===== config.mk =====
export PLATFORM = sky130hd
export DESIGN_NAME = board_mem_arbiter_flat
export DESIGN_NICKNAME = d
export VERILOG_FILES = /design/src/rtl/board_mem_arbiter_if.sv /design/src/rtl/board_mem_arbiter.sv /design/src/flat_wrapper.sv
export SDC_FILE = /design/constraint.sdc
export NUM_CORES = 1
export LEC_CHECK = 0
export CAP_MARGIN = 25
export CORE_ASPECT_RATIO = 0.5
export CORE_UTILIZATION = 42
export DETAILED_ROUTE_END_ITERATION = 16
export GPL_TIMING_DRIVEN = 0
export MAX_ROUTING_LAYER = met4
export PLACE_DENSITY = 0.81
export SLEW_MARGIN = 30
export SYNTH_ARGS = -nofsm -noshare
export SYNTH_HDL_FRONTEND = slang
export SYNTH_SLANG_ARGS = --single-unit

===== constraint.sdc =====
create_clock -name clk_in -period 1.9 [get_ports clk_in]
set_clock_uncertainty 0.15 [all_clocks]
set_input_delay 0.38 -clock clk_in [delete_from_list [all_inputs] [get_ports clk_in]]
set_output_delay 0.38 -clock clk_in [all_outputs]
set_load 0.1 [all_outputs]

===== src/rtl/board_mem_arbiter_if.sv =====
// ---------------------------------------------------------------------------
// board_mem_arbiter_if
//
// Bundles every non-clock/non-reset signal of the board memory arbiter.
//   slave  modport : the arbiter's view (requests in, grants/data out)
//   master modport : the board's view (renderer, updater, video timing, memory)
//
// Signal groups:
//   renderer : render_en_in, render_addr_in, render_data_out
//   updater  : upd_req_in, upd_addr_in, upd_gnt_out, upd_data_out, upd_valid_out
//   swap     : swap_req_in, vblank_in, swap_ack_out, front_bank_out
//   memory   : mem_en_out, mem_addr_out ({bank, word addr}), mem_data_in
//   debug    : swap_pending_dbg (1 while a bank swap is waiting)
//
// Handshakes:
//   Renderer reads are fire-and-forget: render_en_in is never back-pressured
//   and the word appears on render_data_out a fixed latency later. The updater
//   uses request/grant: upd_req_in and upd_addr_in stay stable until
//   upd_gnt_out=1 in the same cycle; the transfer happens on that rising edge
//   and the data returns as a single-cycle upd_valid_out pulse. swap_req_in is
//   a request that is acknowledged by a one-cycle swap_ack_out pulse.
// ---------------------------------------------------------------------------
interface board_mem_arbiter_if #(
    parameter int LOG_MAX_ADDR = 16,
    parameter int WORD_SIZE    = 32
);
    logic                    render_en_in;
    logic [LOG_MAX_ADDR-1:0] render_addr_in;
    logic [WORD_SIZE-1:0]    render_data_out;

    logic                    upd_req_in;
    logic [LOG_MAX_ADDR-1:0] upd_addr_in;
    logic                    upd_gnt_out;
    logic [WORD_SIZE-1:0]    upd_data_out;
    logic                    upd_valid_out;

    logic                    swap_req_in;
    logic                    vblank_in;
    logic                    swap_ack_out;
    logic                    front_bank_out;

    logic                    mem_en_out;
    logic [LOG_MAX_ADDR:0]   mem_addr_out;
    logic [WORD_SIZE-1:0]    mem_data_in;

    logic                    swap_pending_dbg;

    modport slave (
        input  render_en_in, render_addr_in,
        output render_data_out,
        input  upd_req_in, upd_addr_in,
        output upd_gnt_out, upd_data_out, upd_valid_out,
        input  swap_req_in, vblank_in,
        output swap_ack_out, front_bank_out,
        output mem_en_out, mem_addr_out,
        input  mem_data_in,
        output swap_pending_dbg
    );

    modport master (
        output render_en_in, render_addr_in,
        input  render_data_out,
        output upd_req_in, upd_addr_in,
        input  upd_gnt_out, upd_data_out, upd_valid_out,
        output swap_req_in, vblank_in,
        input  swap_ack_out, front_bank_out,
        input  mem_en_out, mem_addr_out,
        output mem_data_in,
        input  swap_pending_dbg
    );
endinterface


===== src/rtl/board_mem_arbiter.sv =====
// ---------------------------------------------------------------------------
// board_mem_arbiter
//
// Shares one double-buffered board memory between a renderer (reads the front
// bank every cycle it asks, never stalled) and an updater (reads the back bank
// when the renderer is idle). Also owns the front/back bank selection and
// swaps the banks during vertical blank on the updater's request.
//
// Ports:
//   clk_in    : single clock, all state on the rising edge
//   rst_n_in  : asynchronous active-low reset
//   bus       : board_mem_arbiter_if.slave (renderer, updater, swap, memory)
//
// Parameters:
//   LOG_MAX_ADDR : word-address width per bank (board default 16)
//   WORD_SIZE    : memory word width (board default 32)
//   READ_LATENCY : cycles from mem_en_out/mem_addr_out sampled by the memory
//                  to mem_data_in valid; legal range 1..4
//
// Timing: a request sampled at edge N drives mem_en_out/mem_addr_out after
// edge N, the memory samples them at N+1, and the word is captured at edge
// N+1+READ_LATENCY. A (1+READ_LATENCY)-deep shift register carries the owner
// of every issued read so returns are steered in issue order.
// ---------------------------------------------------------------------------
module board_mem_arbiter #(
    parameter int LOG_MAX_ADDR = 16,
    parameter int WORD_SIZE    = 32,
    parameter int READ_LATENCY = 2
) (
    input  logic                clk_in,
    input  logic                rst_n_in,
    board_mem_arbiter_if.slave  bus
);

    typedef enum logic {
        S_IDLE    = 1'b0,
        S_PENDING = 1'b1
    } swap_state_t;

    swap_state_t state_q, state_d;

    // defer_q: a vblank rise was seen while a swap was wanted but an updater
    // read was still in flight; the swap may then happen on any later cycle
    // of the same vblank once the pipeline drains.
    logic defer_q, defer_d;
    logic swap_fire;
    logic vblank_q;
    logic vblank_rise;
    logic front_q;
    logic swap_ack_q;

    logic [READ_LATENCY:0]   pipe_ren_q;
    logic [READ_LATENCY:0]   pipe_upd_q;
    logic                    upd_inflight;
    logic                    upd_gnt;

    logic                    mem_en_q;
    logic [LOG_MAX_ADDR:0]   mem_addr_q;
    logic [WORD_SIZE-1:0]    render_data_q;
    logic [WORD_SIZE-1:0]    upd_data_q;
    logic                    upd_valid_q;

    // ------------------------------------------------------------------
    // Arbitration: renderer always wins; the updater is also held off
    // while a swap is waiting so the back bank drains before it flips.
    // ------------------------------------------------------------------
    assign vblank_rise  = bus.vblank_in & ~vblank_q;
    assign upd_inflight = |pipe_upd_q;
    assign upd_gnt      = bus.upd_req_in & ~bus.render_en_in
                        & (state_q != S_PENDING) & rst_n_in;

    // ------------------------------------------------------------------
    // Swap FSM, next-state logic
    // ------------------------------------------------------------------
    always_comb begin
        state_d   = state_q;
        defer_d   = defer_q;
        swap_fire = 1'b0;

        // A deferred swap only stays armed for the vblank that armed it.
        if (!bus.vblank_in) begin
            defer_d = 1'b0;
        end

        case (state_q)
            S_IDLE: begin
                if (bus.swap_req_in) begin
                    if (vblank_rise && !upd_inflight) begin
                        // Request lands on the rise itself: swap right away.
                        swap_fire = 1'b1;
                    end else begin
                        state_d = S_PENDING;
                        if (vblank_rise) begin
                            defer_d = 1'b1;
                        end
                    end
                end
            end
            S_PENDING: begin
                if (bus.vblank_in && (vblank_rise || defer_q)) begin
                    if (!upd_inflight) begin
                        swap_fire = 1'b1;
                        state_d   = S_IDLE;
                        defer_d   = 1'b0;
                    end else begin
                        defer_d   = 1'b1;
                    end
                end
            end
            default: begin
                state_d = S_IDLE;
                defer_d = 1'b0;
            end
        endcase
    end

    // ------------------------------------------------------------------
    // Swap FSM, state and bank registers
    // ------------------------------------------------------------------
    always_ff @(posedge clk_in or negedge rst_n_in) begin
        if (!rst_n_in) begin
            state_q    <= S_IDLE;
            defer_q    <= 1'b0;
            vblank_q   <= 1'b0;
            front_q    <= 1'b0;
            swap_ack_q <= 1'b0;
        end else begin
            state_q    <= state_d;
            defer_q    <= defer_d;
            vblank_q   <= bus.vblank_in;
            swap_ack_q <= swap_fire;
            if (swap_fire) begin
                front_q <= ~front_q;
            end
        end
    end

    // ------------------------------------------------------------------
    // Memory issue, owner pipeline and return capture.
    // The bank bit is taken from front_q before any toggle on the same
    // edge, so a read is bound to the bank that was current at issue.
    // ------------------------------------------------------------------
    always_ff @(posedge clk_in or negedge rst_n_in) begin
        if (!rst_n_in) begin
            mem_en_q      <= 1'b0;
            mem_addr_q    <= '0;
            pipe_ren_q    <= '0;
            pipe_upd_q    <= '0;
            render_data_q <= '0;
            upd_data_q    <= '0;
            upd_valid_q   <= 1'b0;
        end else begin
            mem_en_q <= bus.render_en_in | upd_gnt;
            if (bus.render_en_in) begin
                mem_addr_q <= {front_q, bus.render_addr_in};
            end else if (upd_gnt) begin
                mem_addr_q <= {~front_q, bus.upd_addr_in};
            end

            pipe_ren_q <= {pipe_ren_q[READ_LATENCY-1:0], bus.render_en_in};
            pipe_upd_q <= {pipe_upd_q[READ_LATENCY-1:0], upd_gnt};

            if (pipe_ren_q[READ_LATENCY]) begin
                render_data_q <= bus.mem_data_in;
            end

            upd_valid_q <= pipe_upd_q[READ_LATENCY];
            if (pipe_upd_q[READ_LATENCY]) begin
                upd_data_q <= bus.mem_data_in;
            end
        end
    end

    // ------------------------------------------------------------------
    // Outputs
    // ------------------------------------------------------------------
    assign bus.upd_gnt_out      = upd_gnt;
    assign bus.upd_data_out     = upd_data_q;
    assign bus.upd_valid_out    = upd_valid_q;
    assign bus.render_data_out  = render_data_q;
    assign bus.mem_en_out       = mem_en_q;
    assign bus.mem_addr_out     = mem_addr_q;
    assign bus.front_bank_out   = front_q;
    assign bus.swap_ack_out     = swap_ack_q;
    assign bus.swap_pending_dbg = (state_q == S_PENDING);

endmodule


===== src/flat_wrapper.sv =====
// flat-port wrapper written by rule: the top's interface ports become plain ports
module board_mem_arbiter_flat 
#(
    parameter int LOG_MAX_ADDR = 16,
    parameter int WORD_SIZE    = 32,
    parameter int READ_LATENCY = 2
)
  (clk_in, rst_n_in, bus_render_en_in, bus_render_addr_in, bus_render_data_out, bus_upd_req_in, bus_upd_addr_in, bus_upd_gnt_out, bus_upd_data_out, bus_upd_valid_out, bus_swap_req_in, bus_vblank_in, bus_swap_ack_out, bus_front_bank_out, bus_mem_en_out, bus_mem_addr_out, bus_mem_data_in, bus_swap_pending_dbg);
  board_mem_arbiter_if #(.LOG_MAX_ADDR(LOG_MAX_ADDR), .WORD_SIZE(WORD_SIZE)) bus_i ();
  input  logic clk_in;
  input  logic rst_n_in;
  input wire logic [$bits(bus_i.render_en_in)-1:0] bus_render_en_in;
  input wire logic [$bits(bus_i.render_addr_in)-1:0] bus_render_addr_in;
  output wire logic [$bits(bus_i.render_data_out)-1:0] bus_render_data_out;
  input wire logic [$bits(bus_i.upd_req_in)-1:0] bus_upd_req_in;
  input wire logic [$bits(bus_i.upd_addr_in)-1:0] bus_upd_addr_in;
  output wire logic [$bits(bus_i.upd_gnt_out)-1:0] bus_upd_gnt_out;
  output wire logic [$bits(bus_i.upd_data_out)-1:0] bus_upd_data_out;
  output wire logic [$bits(bus_i.upd_valid_out)-1:0] bus_upd_valid_out;
  input wire logic [$bits(bus_i.swap_req_in)-1:0] bus_swap_req_in;
  input wire logic [$bits(bus_i.vblank_in)-1:0] bus_vblank_in;
  output wire logic [$bits(bus_i.swap_ack_out)-1:0] bus_swap_ack_out;
  output wire logic [$bits(bus_i.front_bank_out)-1:0] bus_front_bank_out;
  output wire logic [$bits(bus_i.mem_en_out)-1:0] bus_mem_en_out;
  output wire logic [$bits(bus_i.mem_addr_out)-1:0] bus_mem_addr_out;
  input wire logic [$bits(bus_i.mem_data_in)-1:0] bus_mem_data_in;
  output wire logic [$bits(bus_i.swap_pending_dbg)-1:0] bus_swap_pending_dbg;
  assign bus_i.render_en_in = bus_render_en_in;
  assign bus_i.render_addr_in = bus_render_addr_in;
  assign bus_render_data_out = bus_i.render_data_out;
  assign bus_i.upd_req_in = bus_upd_req_in;
  assign bus_i.upd_addr_in = bus_upd_addr_in;
  assign bus_upd_gnt_out = bus_i.upd_gnt_out;
  assign bus_upd_data_out = bus_i.upd_data_out;
  assign bus_upd_valid_out = bus_i.upd_valid_out;
  assign bus_i.swap_req_in = bus_swap_req_in;
  assign bus_i.vblank_in = bus_vblank_in;
  assign bus_swap_ack_out = bus_i.swap_ack_out;
  assign bus_front_bank_out = bus_i.front_bank_out;
  assign bus_mem_en_out = bus_i.mem_en_out;
  assign bus_mem_addr_out = bus_i.mem_addr_out;
  assign bus_i.mem_data_in = bus_mem_data_in;
  assign bus_swap_pending_dbg = bus_i.swap_pending_dbg;
  board_mem_arbiter #(.LOG_MAX_ADDR(LOG_MAX_ADDR), .WORD_SIZE(WORD_SIZE), .READ_LATENCY(READ_LATENCY)) u_core (.clk_in(clk_in), .rst_n_in(rst_n_in), .bus(bus_i));
endmodule

==> impl_metrics.json, run 1 <==
{
  "maxCapViolations": 0,
  "rsz0062_at_grt": "yes",
  "p_leak_nw": 2.53,
  "violations": "negative hold slack, negative setup slack",
  "slowest_stage": "dfrtp_4",
  "whs_ns": -0.250,
  "start_kind": "register",
  "internal-power_mw": 4.42,
  "drt-vias-per-instance": 4.87,
  "grt.busiest_layer": "met2",
  "cts_tree": "done",
  "path_clk_slew_ns": 0.07,
  "drc": 0,
  "antenna_cells": 0,
  "gr-total-overflow": 0,
  "grt_max_degree": 49,
  "fp.coreArea_sq_mm": 0.00820,
  "dpl.hpwl_microns": 6840,
  "synth_sequential_area_ratio_pct": 64.8,
  "pwr-share-comb_pct": 45.7,
  "yosysTopAreaCellShare_pct": 64.8,
  "postSynthAreaPerCell_sq_um": 13.8,
  "die_w_microns": 133,
  "antenna_found_initial": 0,
  "cts_inserted_buffers": 9,
  "crit_path_cell_trace": "nand3b_1 > buf_8 > nor2_4 > buf_12",
  "crit_arrival_ns": 1.46,
  "netlist_area_sq_mm": 0.00363,
  "clockPowerShare_pct": 23.6,
  "critPathMaxStageDelay_ns": 0.48,
  "cpLargestDelayFamily": "flip-flops",
  "fillers": 551,
  "setup_violations": 1,
  "drt_iter0_markers": 90,
  "place_ws_ns": -1.36,
  "use_met2_pct": 42.8,
  "ios": 157,
  "grt_pass1_vias": 2985,
  "finalHoldViolCount": 47,
  "critical_path_class": "register to output pin",
  "p_seq_share_pct": 30.8,
  "syn_to_final_growth_pct": 61.7,
  "gp_congestion": 0.713,
  "num_vias": 2682,
  "powerDensity_mw_per_mm2": 1400,
  "port_buffers": 156,
  "ys_types": 23,
  "finalSetupTns_ns": -0.0926,
  "fin_cells": 551,
  "die_area_sq_mm": 0.00904,
  "ant_nets": 0,
  "post-route-period-util_pct": 105,
  "cp_max_fo": 3,
  "p_sw_share_pct": 46.4,
  "yosysWarnings": 0,
  "period_needed_ns": 1.99,
  "wire_per_inst_microns": 17.2,
  "rows": 23,
  "status": "complete, but fails checks",
  "clk_latency_ns": 0.33,
  "end_kind": "output pin",
  "cts.path.max_buffers": 2,
  "h-tree-depth": 3,
  "tightest_slew_ns": 0.572,
  "slew_violations": 0,
  "final_nets": 504,
  "synthCells": 264,
  "cp.required_ns": 1.37,
  "fmax_mhz": 502,
  "cp_num_buf_inv": 2,
  "routed_wl_microns": 9470,
  "final_common_cell": "dfrtp_1",
  "firstDrtPassIters": 4,
  "netlist_top_cells_area": "dfrtp_1, mux2_2, a21oi_1",
  "cts_sinks": 94,
  "setup_ws_ns": -0.0926,
  "synth_top_area_cell": "dfrtp_1",
  "synth_nets": 334,
  "hold_path_class": "input pin to asynchronous set/reset pin",
  "final_cell_mix": "dfrtp_1, clkdlybuf4s15_2, clkdlybuf4s50_1",
  "grt_first_pass_wirelength_microns": 14900,
  "p_sw_mw": 3.82,
  "drive_gt1_share_pct": 42.1,
  "grt_use_met1_pct": 23.6,
  "start_util_pct": 44.3,
  "slew_headroom_pct": 62.0,
  "yosys_register_bits": 94,
  "p_total_mw": 8.24,
  "dp_cells": 533,
  "grt_use_met3_pct": 5.11,
  "grt_usage_pct": 22.7,
  "clockRootBuffer": "clkbuf_16",
  "die_y_microns": 67.7,
  "ir_drop_v": 0.000645
}
## per-stage QoR
step | util [%] | instance area [sq um]
2_1_floorplan | - | 3650
3_3_place_gp | 65.3 | 5350
3_5_place_dp | 65.6 | 5380
4_1_cts | 71.5 | 5870
5_1_grt | 71.6 | 5870
6_report | 71.6 | 5870
## state kept, by name, indices dropped and copies added (netlist names), 3 cells and up
name / cells
u_core.bus.mem_addr_out: 17
u_core.bus.upd_data_out: 32
u_core.bus.render_data_out: 32
u_core.pipe_ren_q: 3
u_core.pipe_upd_q: 3
## cell usage after synthesis, drive strengths merged
| cell type | n |
|---|---|
| a21oi | 34 |
| and2 | 1 |
| and3 | 1 |
| and3b | 1 |
| buf | 10 |
| clkbuf | 6 |
| dfrtp | 94 |
| inv | 1 |
| mux2 | 64 |
| nand2 | 19 |
| nand2b | 3 |
| nand3b | 2 |
| nor2 | 4 |
| nor2b | 17 |
| nor3 | 1 |
| o21ai | 2 |
| o221ai | 1 |
| o311ai | 1 |
| or2 | 1 |
| or4b | 1 |
## final cells by class
type	count	area [sq um]	area share (%)
buffer	15	88.8	1.51
clock buffer	12	256	4.37
clock inverter	4	70.1	1.19
inverter	1	3.75	0.0639
multi-input combinational	153	1200	20.5
sequential	94	2360	40.1
tap	112	140	2.39
timing repair buffer	160	1750	29.8
## cells by family (layout without fill, tap and decap cells)
logic type | Yosys count | after routing | synth area share, %
AND/OR/NAND/NOR | 51 | 51 | 7.51
flip-flops | 94 | 94 | 64.8
AO/OA/AOI/OAI | 38 | 38 | 5.62
buffers and inverters | 17 | 192 | 2.24
multiplexers | 64 | 64 | 19.8
## final timing paths
check                                                          end                             startpoint  depth (start not counted)  slack, ns
setup / recovery                                   bus_upd_gnt_out  u_core.bus.swap_pending_dbg$_DFF_PN0_                          4      -0.09
hold / removal                   u_core.bus.swap_ack_out$_DFF_PN0_                               rst_n_in                          1      -0.25
setup reg to reg             u_core.bus.front_bank_out$_DFFE_PN0P_         u_core.pipe_upd_q[2]$_DFF_PN0_                          4       0.20
hold reg to reg                     u_core.pipe_ren_q[1]$_DFF_PN0_         u_core.pipe_ren_q[0]$_DFF_PN0_                          0       0.20
max in group asynchronous  u_core.bus.mem_addr_out[16]$_DFFE_PN0P_                               rst_n_in                          2       1.29
min in group clk_in                 u_core.pipe_ren_q[1]$_DFF_PN0_         u_core.pipe_ren_q[0]$_DFF_PN0_                          0       0.20
## layer usage
| metal | vias up | wire (microns) |
|---|---|---|
| met3 | 20 | 365 |
| met2 | 80 | 5250 |
| met4 | 0 | 229 |
| met5 | - | 0 |
| li1 | 1245 | - |
| met1 | 1337 | 3630 |
## timing repair
item | CTS | global route
setup endpoints to repair | 87 | 3
pin swaps | 1 | 0
endpoints found under the hold margin | 46 | 46
buffers inserted | 0 | 2
cloned | 1 | 0
gates resized for setup | 273 | 4
## power groups by stage
stage                     Sequential (mW)  Combinational, mW  Clock (mW)
after floorplan                      4.98              0.404           0
after global placement               2.54               3.81           0
after detailed placement             2.57               3.86           0
after CTS                            2.54               3.79        1.99
after global routing                 2.58               3.87        2.06
final                                2.54               3.76        1.94
Power figures use the tool's default switching activity.
==> inputs of run 2 (changes only) <==
--- a/config.mk
+++ b/config.mk
@@ -7,6 +7,7 @@
 export LEC_CHECK = 0
 export CAP_MARGIN = 25
 export CORE_ASPECT_RATIO = 0.5
+export CORE_MARGIN = 3
 export CORE_UTILIZATION = 42
 export DETAILED_ROUTE_END_ITERATION = 16
 export GPL_TIMING_DRIVEN = 0
==> run 2 against run 1 <==
Count of clock-buffer cells in the layout is 3 lower; clock power is 6% higher; the run ends with negative setup slack left; via count is 1.8% higher; power rose by 1.6%.
==> impl_metrics.json, run 2 (same netlist as run 1, synthesis figures left out) <==
{
  "status": "complete, but fails checks",
  "violations": "negative setup slack",
  "firstDrtPassIters": 4,
  "num_vias": 2731,
  "slew_violations": 0,
  "powerDensity_mw_per_mm2": 1410,
  "start_kind": "register",
  "clk_latency_ns": 0.35,
  "p_sw_share_pct": 46.3,
  "h-tree-depth": 3,
  "fp.coreArea_sq_mm": 0.00820,
  "critPathMaxStageDelay_ns": 0.49,
  "port_buffers": 156,
  "setup_ws_ns": -0.156,
  "start_util_pct": 44.3,
  "critical_path_class": "register to output pin",
  "reg2regPathDepth": 5,
  "ant_nets": 0,
  "drc": 0,
  "grt_use_met1_pct": 24.5,
  "tightest_slew_ns": 0.791,
  "fin_cells": 558,
  "grt_first_pass_wirelength_microns": 15500,
  "clockPowerShare_pct": 24.6,
  "antenna_found_initial": 0,
  "cpLargestDelayFamily": "flip-flops",
  "final_core_util_pct": 72.6,
  "ios": 157,
  "clockRootBuffer": "clkbuf_16",
  "grt_usage_pct": 21.4,
  "rows": 23,
  "whs_ns": 0.207,
  "finalSetupTns_ns": -0.156,
  "wire_per_inst_microns": 17.4,
  "post-route-period-util_pct": 108,
  "cts_sinks": 94,
  "crit_arrival_ns": 1.53,
  "pwr-share-comb_pct": 45.2,
  "antenna_cells": 0,
  "period_needed_ns": 2.06,
  "rsz0062_at_grt": "yes",
  "hold_path_class": "register to register",
  "cts.path.max_buffers": 2,
  "gr-total-overflow": 0,
  "crit_cells": 4,
  "cp_num_buf_inv": 2,
  "die_y_microns": 71.7,
  "end_kind": "output pin",
  "final_common_cell": "dfrtp_1",
  "slew_headroom_pct": 47.1,
  "gp_congestion": 0.748,
  "setup_violations": 1,
  "slowest_stage": "dfrtp_4",
  "internal-power_mw": 4.50,
  "dpl.hpwl_microns": 6730,
  "cts_inserted_buffers": 9,
  "grt_use_met3_pct": 6.38,
  "ir_drop_v": 0.000737,
  "fmax_mhz": 486,
  "final_cell_mix": "dfrtp_1, clkdlybuf4s15_2, clkdlybuf4s50_1",
  "grt_max_degree": 39,
  "grt.busiest_layer": "met2",
  "syn_to_final_growth_pct": 64.1,
  "maxCapViolations": 0,
  "p_leak_nw": 2.57,
  "cp.required_ns": 1.37,
  "drt-vias-per-instance": 4.89,
  "cp_max_fo": 4,
  "p_sw_mw": 3.88,
  "die_area_sq_mm": 0.00986,
  "final_nets": 511,
  "path_clk_slew_ns": 0.07,
  "drt_iter0_markers": 59,
  "cts_tree": "done",
  "routed_wl_microns": 9710,
  "dp_cells": 533,
  "drive_gt1_share_pct": 42.2,
  "die_w_microns": 137,
  "finalHoldViolCount": 0,
  "grt_pass1_vias": 2987,
  "p_seq_share_pct": 30.2,
  "crit_path_cell_trace": "nand3b_1 > buf_8 > nor2_4 > buf_12",
  "p_total_mw": 8.38,
  "use_met2_pct": 36.1,
  "min_path_cells": 0
}
==> run 2: cell count changes in the layout (fill, tap and decap cells not counted) <==
cell	change
buf_2	+1
buf_6	+1
bufinv_16	+1
clkbuf_1	-1
clkbuf_8	-2
clkinv_2	-1
clkinv_4	+2
dlygate4sd3_1	+5
inv_6	+1
==> run 2: stage by stage <==
| step | setup WS [ns] | instance area [sq um] |
|---|---|---|
| floorplan | -0.149 | 3650 |
| global placement | -4.39 | 5350 |
| detailed placement | -1.35 | 5380 |
| CTS | -0.201 | 5950 |
| global route | -0.222 | 5960 |
| finish | -0.156 | 5960 |
==> run 2: path summary, 6_finish.rpt <==
kind	end	slack, ns	from
min	u_core.pipe_ren_q[1]$_DFF_PN0_	0.21	u_core.pipe_ren_q[0]$_DFF_PN0_
min reg2reg	u_core.pipe_ren_q[1]$_DFF_PN0_	0.21	u_core.pipe_ren_q[0]$_DFF_PN0_
max reg2reg	u_core.bus.mem_addr_out[7]$_DFFE_PN0P_	0.22	u_core.bus.swap_pending_dbg$_DFF_PN0_
min in group asynchronous	u_core.bus.upd_data_out[12]$_DFFE_PN0P_	0.40	rst_n_in
max	bus_upd_gnt_out	-0.16	u_core.bus.swap_pending_dbg$_DFF_PN0_
max in group asynchronous	u_core.bus.upd_data_out[27]$_DFFE_PN0P_	0.58	rst_n_in
==> run 2: power by group through the flow <==
stage	sequential (mW)	clock (mW)	combinational [mW]
floorplan	4.98	0	0.404
global placement	2.54	0	3.82
detailed placement	2.57	0	3.86
CTS	2.54	2.09	3.80
global route	2.58	2.20	3.88
finish	2.53	2.06	3.78
==> run 2: layout make-up <==
type / instances / area, sq um
well taps: 112 / 140
clock inverters: 7 / 121
multi-input cells: 153 / 1200
repair buffers: 167 / 1820
clock buffers: 9 / 225
fillers: 535 / 2240
plain buffers: 15 / 86.3
inverters: 1 / 3.75
flip-flops and latches: 94 / 2360
==> run 2: repair_timing <==
action                                  in CTS  in global routing
setup buffers                                0                  3
cloned                                       1                  0
resized for setup                          269                  5
endpoints found under the setup margin      87                  3
endpoints found under the hold margin       23                  0
pin swaps                                    1                  1
hold buffers                                 6                  0
==> run 2: metal layers <==
layer  vias up  part of all wire (%)
met5         -                     0
met4         0                   2.2
met3        21                   5.2
met2        91                    53
met1      1359                    40
li1       1260                     -
